$ cat src/rtl/pipeline_ctrl.sv
// Pipeline hazard/stall controller: drives PC and pipeline-register enables/flushes
// from cache hits, load-use hazards, branches and halt, with stall and timeout status.
module pipeline_ctrl (
  input  logic        CLK,
  input  logic        RST,
  input  logic        ihit,
  input  logic        dhit,
  input  logic        dmemREN_EX_MEM,
  input  logic        dmemWEN_EX_MEM,
  input  logic        halt_EX_MEM,
  input  logic        pc_src_EX_MEM,
  input  logic        memread_ID_EX,
  input  logic [4:0]  Rt_ID_EX,
  input  logic [4:0]  Rs_IF_ID,
  input  logic [4:0]  Rt_IF_ID,
  output logic        pc_enable,
  output logic        enable_IF_ID,
  output logic        enable_ID_EX,
  output logic        enable_EX_MEM,
  output logic        enable_MEM_WB,
  output logic        flush_IF_ID,
  output logic        flush_ID_EX,
  output logic        flush_EX_MEM,
  output logic        flush_MEM_WB,
  output logic        halted,
  output logic [15:0] stall_count,
  output logic        mem_timeout
);

  typedef enum logic [1:0] {
    RUN      = 2'd0,
    MEM_WAIT = 2'd1,
    HALTED   = 2'd2
  } state_t;

  state_t     state;
  state_t     next_state;
  logic       mem_busy;
  logic       load_use;
  logic [7:0] wait_count;

  assign mem_busy = (dmemREN_EX_MEM | dmemWEN_EX_MEM) & ~dhit;
  assign load_use = memread_ID_EX & (Rt_ID_EX != 5'd0) &
                    ((Rt_ID_EX == Rs_IF_ID) | (Rt_ID_EX == Rt_IF_ID));

  // State register
  always_ff @(posedge CLK) begin
    if (RST) begin
      state <= RUN;
    end else begin
      state <= next_state;
    end
  end

  // Next-state selection; only a pending memory access or a halt leaves RUN
  always_comb begin
    next_state = state;
    case (state)
      RUN, MEM_WAIT: begin
        if (mem_busy) begin
          next_state = MEM_WAIT;
        end else if (halt_EX_MEM) begin
          next_state = HALTED;
        end else begin
          next_state = RUN;
        end
      end
      HALTED:  next_state = HALTED;
      default: next_state = RUN;
    endcase
  end

  // Mealy control outputs, first matching rule wins
  always_comb begin
    pc_enable     = 1'b0;
    enable_IF_ID  = 1'b0;
    enable_ID_EX  = 1'b0;
    enable_EX_MEM = 1'b0;
    enable_MEM_WB = 1'b0;
    flush_IF_ID   = 1'b0;
    flush_ID_EX   = 1'b0;
    flush_EX_MEM  = 1'b0;
    flush_MEM_WB  = 1'b0;
    halted        = 1'b0;
    if (RST) begin
      enable_IF_ID  = 1'b1;
      enable_ID_EX  = 1'b1;
      enable_EX_MEM = 1'b1;
      enable_MEM_WB = 1'b1;
      flush_IF_ID   = 1'b1;
      flush_ID_EX   = 1'b1;
      flush_EX_MEM  = 1'b1;
      flush_MEM_WB  = 1'b1;
    end else begin
      case (state)
        RUN, MEM_WAIT: begin
          if (mem_busy) begin
            pc_enable = 1'b0;
          end else if (halt_EX_MEM || pc_src_EX_MEM) begin
            // halt and taken branch share the squash; only branch redirects the PC
            pc_enable     = pc_src_EX_MEM & ~halt_EX_MEM;
            enable_IF_ID  = 1'b1;
            enable_ID_EX  = 1'b1;
            enable_EX_MEM = 1'b1;
            enable_MEM_WB = 1'b1;
            flush_IF_ID   = 1'b1;
            flush_ID_EX   = 1'b1;
            flush_EX_MEM  = 1'b1;
          end else if (load_use) begin
            enable_ID_EX  = 1'b1;
            enable_EX_MEM = 1'b1;
            enable_MEM_WB = 1'b1;
            flush_ID_EX   = 1'b1;
          end else begin
            pc_enable     = ihit;
            enable_IF_ID  = 1'b1;
            enable_ID_EX  = 1'b1;
            enable_EX_MEM = 1'b1;
            enable_MEM_WB = 1'b1;
            flush_IF_ID   = ~ihit;
          end
        end
        HALTED:  halted = 1'b1;
        default: halted = 1'b0;
      endcase
    end
  end

  // Stall counter, memory wait counter and sticky timeout flag
  always_ff @(posedge CLK) begin
    if (RST) begin
      stall_count <= 16'd0;
      wait_count  <= 8'd0;
      mem_timeout <= 1'b0;
    end else begin
      if ((state == RUN || state == MEM_WAIT) && !pc_enable && stall_count != 16'hFFFF) begin
        stall_count <= stall_count + 16'd1;
      end else begin
        stall_count <= stall_count;
      end
      // Any cycle that is not a busy MEM_WAIT cycle (including the entry cycle) clears it
      if (state == MEM_WAIT && mem_busy) begin
        if (wait_count != 8'd255) begin
          wait_count <= wait_count + 8'd1;
        end else begin
          wait_count <= wait_count;
        end
      end else begin
        wait_count <= 8'd0;
      end
      if (state == MEM_WAIT && mem_busy && wait_count == 8'd255) begin
        mem_timeout <= 1'b1;
      end else begin
        mem_timeout <= mem_timeout;
      end
    end
  end

endmodule
$ cat config.mk
export PLATFORM = sky130hd
export DESIGN_NAME = pipeline_ctrl
export DESIGN_NICKNAME = d
export VERILOG_FILES = /design/src/rtl/pipeline_ctrl.sv
export SDC_FILE = /design/constraint.sdc
export NUM_CORES = 1
export LEC_CHECK = 0
export ABC_AREA = 1
export CORE_ASPECT_RATIO = 1.25
export CORE_UTILIZATION = 43
export DETAILED_ROUTE_END_ITERATION = 8
export MAX_ROUTING_LAYER = met4
export PLACE_DENSITY_LB_ADDON = 0.15
export SETUP_SLACK_MARGIN = 0.3
export SLEW_MARGIN = 5
export SYNTH_ARGS = -nofsm -noshare
export SYNTH_HDL_FRONTEND = slang
export SYNTH_SLANG_ARGS = --single-unit
$ cat constraint.sdc
create_clock -name CLK -period 2.1 [get_ports CLK]
set_input_delay 0.63 -clock CLK [delete_from_list [all_inputs] [get_ports CLK]]
set_output_delay 0.63 -clock CLK [all_outputs]
set_load 0.02 [all_outputs]
==> results_dict.tcl <==
set metrics [dict create \
    timing.final.crit_share_pct 103.7 \
    cp_launch_type "input port" \
    worst_vdd_drop_v 0.0002104 \
    worst_path_most_repeated_cell "nand2_2" \
    critPathBufInv 3 \
    synth_seq_cells 27 \
    p_leak_nw 1.179 \
    yosys_most_used_dff "dfxtp_1" \
    postLayoutSetupSlackWorst_ns -0.07843 \
    dp.final_hpwl_mm 3.127 \
    netlist_area_um2 1818 \
    yosysWarnings 0 \
    final-hold-violation-count 0 \
    detail_route.iter0.violations 61 \
    grt_antenna_before_repair 0 \
    core-area_um2 4066 \
    maxClockFrequency_ghz 0.4590 \
    fillers 380 \
    crit_path_max_delay_cell_type "buf_4" \
    syn-instance-count 264 \
    cts_buffers 3 \
    wire_per_inst_um 10.89 \
    synth_compound_gate_area_share_pct 12.39 \
    synth_enable_flop_cells 0 \
    area_growth_syn_to_layout_pct 47.56 \
    antenna_cells_inserted 0 \
    main_combinational_cell_family_by_area_after_synthesis "simple AND/OR/NAND/NOR gates" \
    average_cell_area_after_synthesis_um2 6.886 \
    worstPathArrival_ns 1.55 \
    cp-end-kind "output pin" \
    timing.final.setup_violations 3 \
    ios 51 \
    clockRootBuffer "clkbuf_8" \
    fin_util_pct 65.97 \
    run_status "finished with violations" \
    clkSinkCount 27 \
    grt_overflow_total 0 \
    finalWeightedCongestion 0.7994 \
    slowest_delay_ns 0.15 \
    rows 26 \
    route.detailed.vias_per_inst 4.824 \
    min-delay-path-class "reg -> reg" \
    clk_transition_reported_paths_ns 0.10 \
    remaining_design_rule_violation_count 0 \
    final_layout_size_suffix_gt1_share_pct 38.37 \
    synth_nets 290 \
    floorplan.initialDensity_pct 44.71 \
    timing_worst_slew_pin_value_ns 0.3498 \
    track_usage_pct 21.21 \
    worst-setup-path-type "in -> out" \
    port-buffer-count 50 \
    grt_setup_unrepaired "true" \
    maxCapViolCount 0 \
    pre_cts_slack_ns -0.9335 \
    die_area_um2 4493 \
    vias 1867 \
    required_worst_endpoint_ns 1.47 \
    ys_types 32 \
    layout_common_cells "nand2_1, nand3_1, inv_1, buf_6, dfxtp_1" \
    synthesized_area_fraction_occupied_by_adder_cells_pct 1.376 \
    synth-async-reset-ratio_pct 0 \
    vertical_extent_of_the_die_um 74.70 \
    detail_route.wirelength_mm 4.213 \
    xor_xnor_share_of_the_synthesized_area_pct 7.708 \
    cts_max_level 1 \
    cp_cell_sequence "buf_6 -> inv_4 -> nand2_2 -> nand2_1 -> nor2_1 -> nand3_1 -> nand2_2 -> nand2_4 -> o21ai_4 -> a21oi_2 -> buf_4" \
    maxSlewViolCount 0 \
    cts_tree "yes" \
    grt_max_degree 18 \
    critical_path.max_fanout 3 \
    cp_top_family "simple AND/OR/NAND/NOR gates" \
    number_of_global_route_vias_before_repair 1781 \
    synth_simple_gate_area_share_pct 36.55 \
    fin_skew_ns 0.005780 \
    final_common_cell "nand2_1" \
    violations_in_the_final_reports "negative setup slack" \
    post_cts_hold_buffer_count 0 \
    cell_accounting_for_the_most_synthesized_area "dfxtp_1" \
    detail_route.first_pass.iterations 4 \
    fp.dieW_um 60.16 \
    design.final.nets 358 \
    clock_latency_ns 0.28 \
    grt_first_pass_wirelength_mm 7.251 \
    sequential_area_share_after_synthesis_pct 29.73 \
    route.antenna.remaining_nets 0 \
    synth.mux.area_fraction_pct 0 \
    synth.area.top_cells "dfxtp_1, nand2_1, nand3_1" \
    slew_headroom_pct 76.50 \
    synthDominantCellAreaShare_pct 29.73 \
    clk_buf_depth 2 \
    cellPowerDensity_nw_per_um2 430.8 \
    finalWorstPathRequiredPeriod_ns 2.178 \
]
==> sequential cells by signal, indices dropped and copies added, names as in the netlist <==
signal,cells
wait_count,8
mem_timeout,1
stall_count,16
state,2
==> cells by family after synthesis <==
logic type,after synthesis
AND/OR/NAND/NOR,136
flip-flops,27
adder cells (fa/ha/maj),2
AO/OA/AOI/OAI,35
XOR/XNOR,16
buffers and inverters,48
==> power breakdown <==
part | internal (W) | switching, W
clock | 0.000135 | 0.000179
sequential | 0.000522 | 0.0000123
combinational | 0.000147 | 0.000160
==> final cells by class <==
class | instances | area, um^2 | area share, %
clock buffer | 3 | 41.29 | 1.539
tap | 56 | 70.07 | 2.612
multi-input combinational | 189 | 1187 | 44.26
inverter | 40 | 170.2 | 6.343
clock inverter | 1 | 7.507 | 0.2799
timing repair buffer | 71 | 661.9 | 24.67
sequential | 27 | 544.3 | 20.29
==> metal layers <==
metal	vias up	track usage, %	share of wire, %
li1	969	-	-
met1	859	24.21	43
met2	34	38.83	53
met3	5	2.062	2.4
met4	0	5.426	1.1
met5	-	-	0
==> stage by stage <==
stage                     TNS, ns  instance area, um^2  hold WS (ns)  total power (W)  std cells
after detailed placement   -14.88                 2481        0.4353        0.0008125        376
final                     -0.2023                 2683        0.4490         0.001156        387
after floorplan                 0                 1877        0.4107        0.0006997        264
after global placement     -14.77                 2481        0.4238        0.0008109        376
after global routing      -0.5262                 2683        0.4690         0.001213        387
after CTS                 -0.3229                 2559        0.4549         0.001136        386
==> synth_stat cells, types with 3 or more instances <==
master and count:
nand2_1 49, inv_1 35, nor2_1 30, nand3_1 29, dfxtp_1 27, a21oi_1 12
nand2_2 12, a21oi_2 10, o21ai_0 9, xnor2_1 8, xor2_1 8, nor3_1 6
inv_2 4, buf_4 3
==> worst paths after layout <==
check / from / end / slack (ns) / cells past startpoint
max reg2reg: stall_count[1] / stall_count[0] / 0.39 / 9
min: wait_count[0] / wait_count[0] / 0.45 / 1
max: Rt_ID_EX[1] / flush_IF_ID / -0.08 / 11
min reg2reg: wait_count[0] / wait_count[0] / 0.45 / 1
==> worst register-to-register path: stages, from the launching register on <==
cell	delay [ns]
dfxtp_1	0.40
ha_1	0.22
nand2_2	0.09
nor3_4	0.29
nand3_2	0.11
nand2_2	0.08
inv_4	0.10
nand2_8	0.17
nand2_1	0.07
a21oi_1	0.12
==> repair_timing <==
| action | in CTS | in global routing |
|---|---|---|
| gates resized for setup | 188 | 34 |
| pin swaps | 23 | 19 |
| cloned | 0 | 0 |
| setup endpoints to repair | 52 | 27 |
| setup buffers | 6 | 1 |
| hold endpoints to repair | 0 | 0 |
Power figures use the tool's default switching activity.
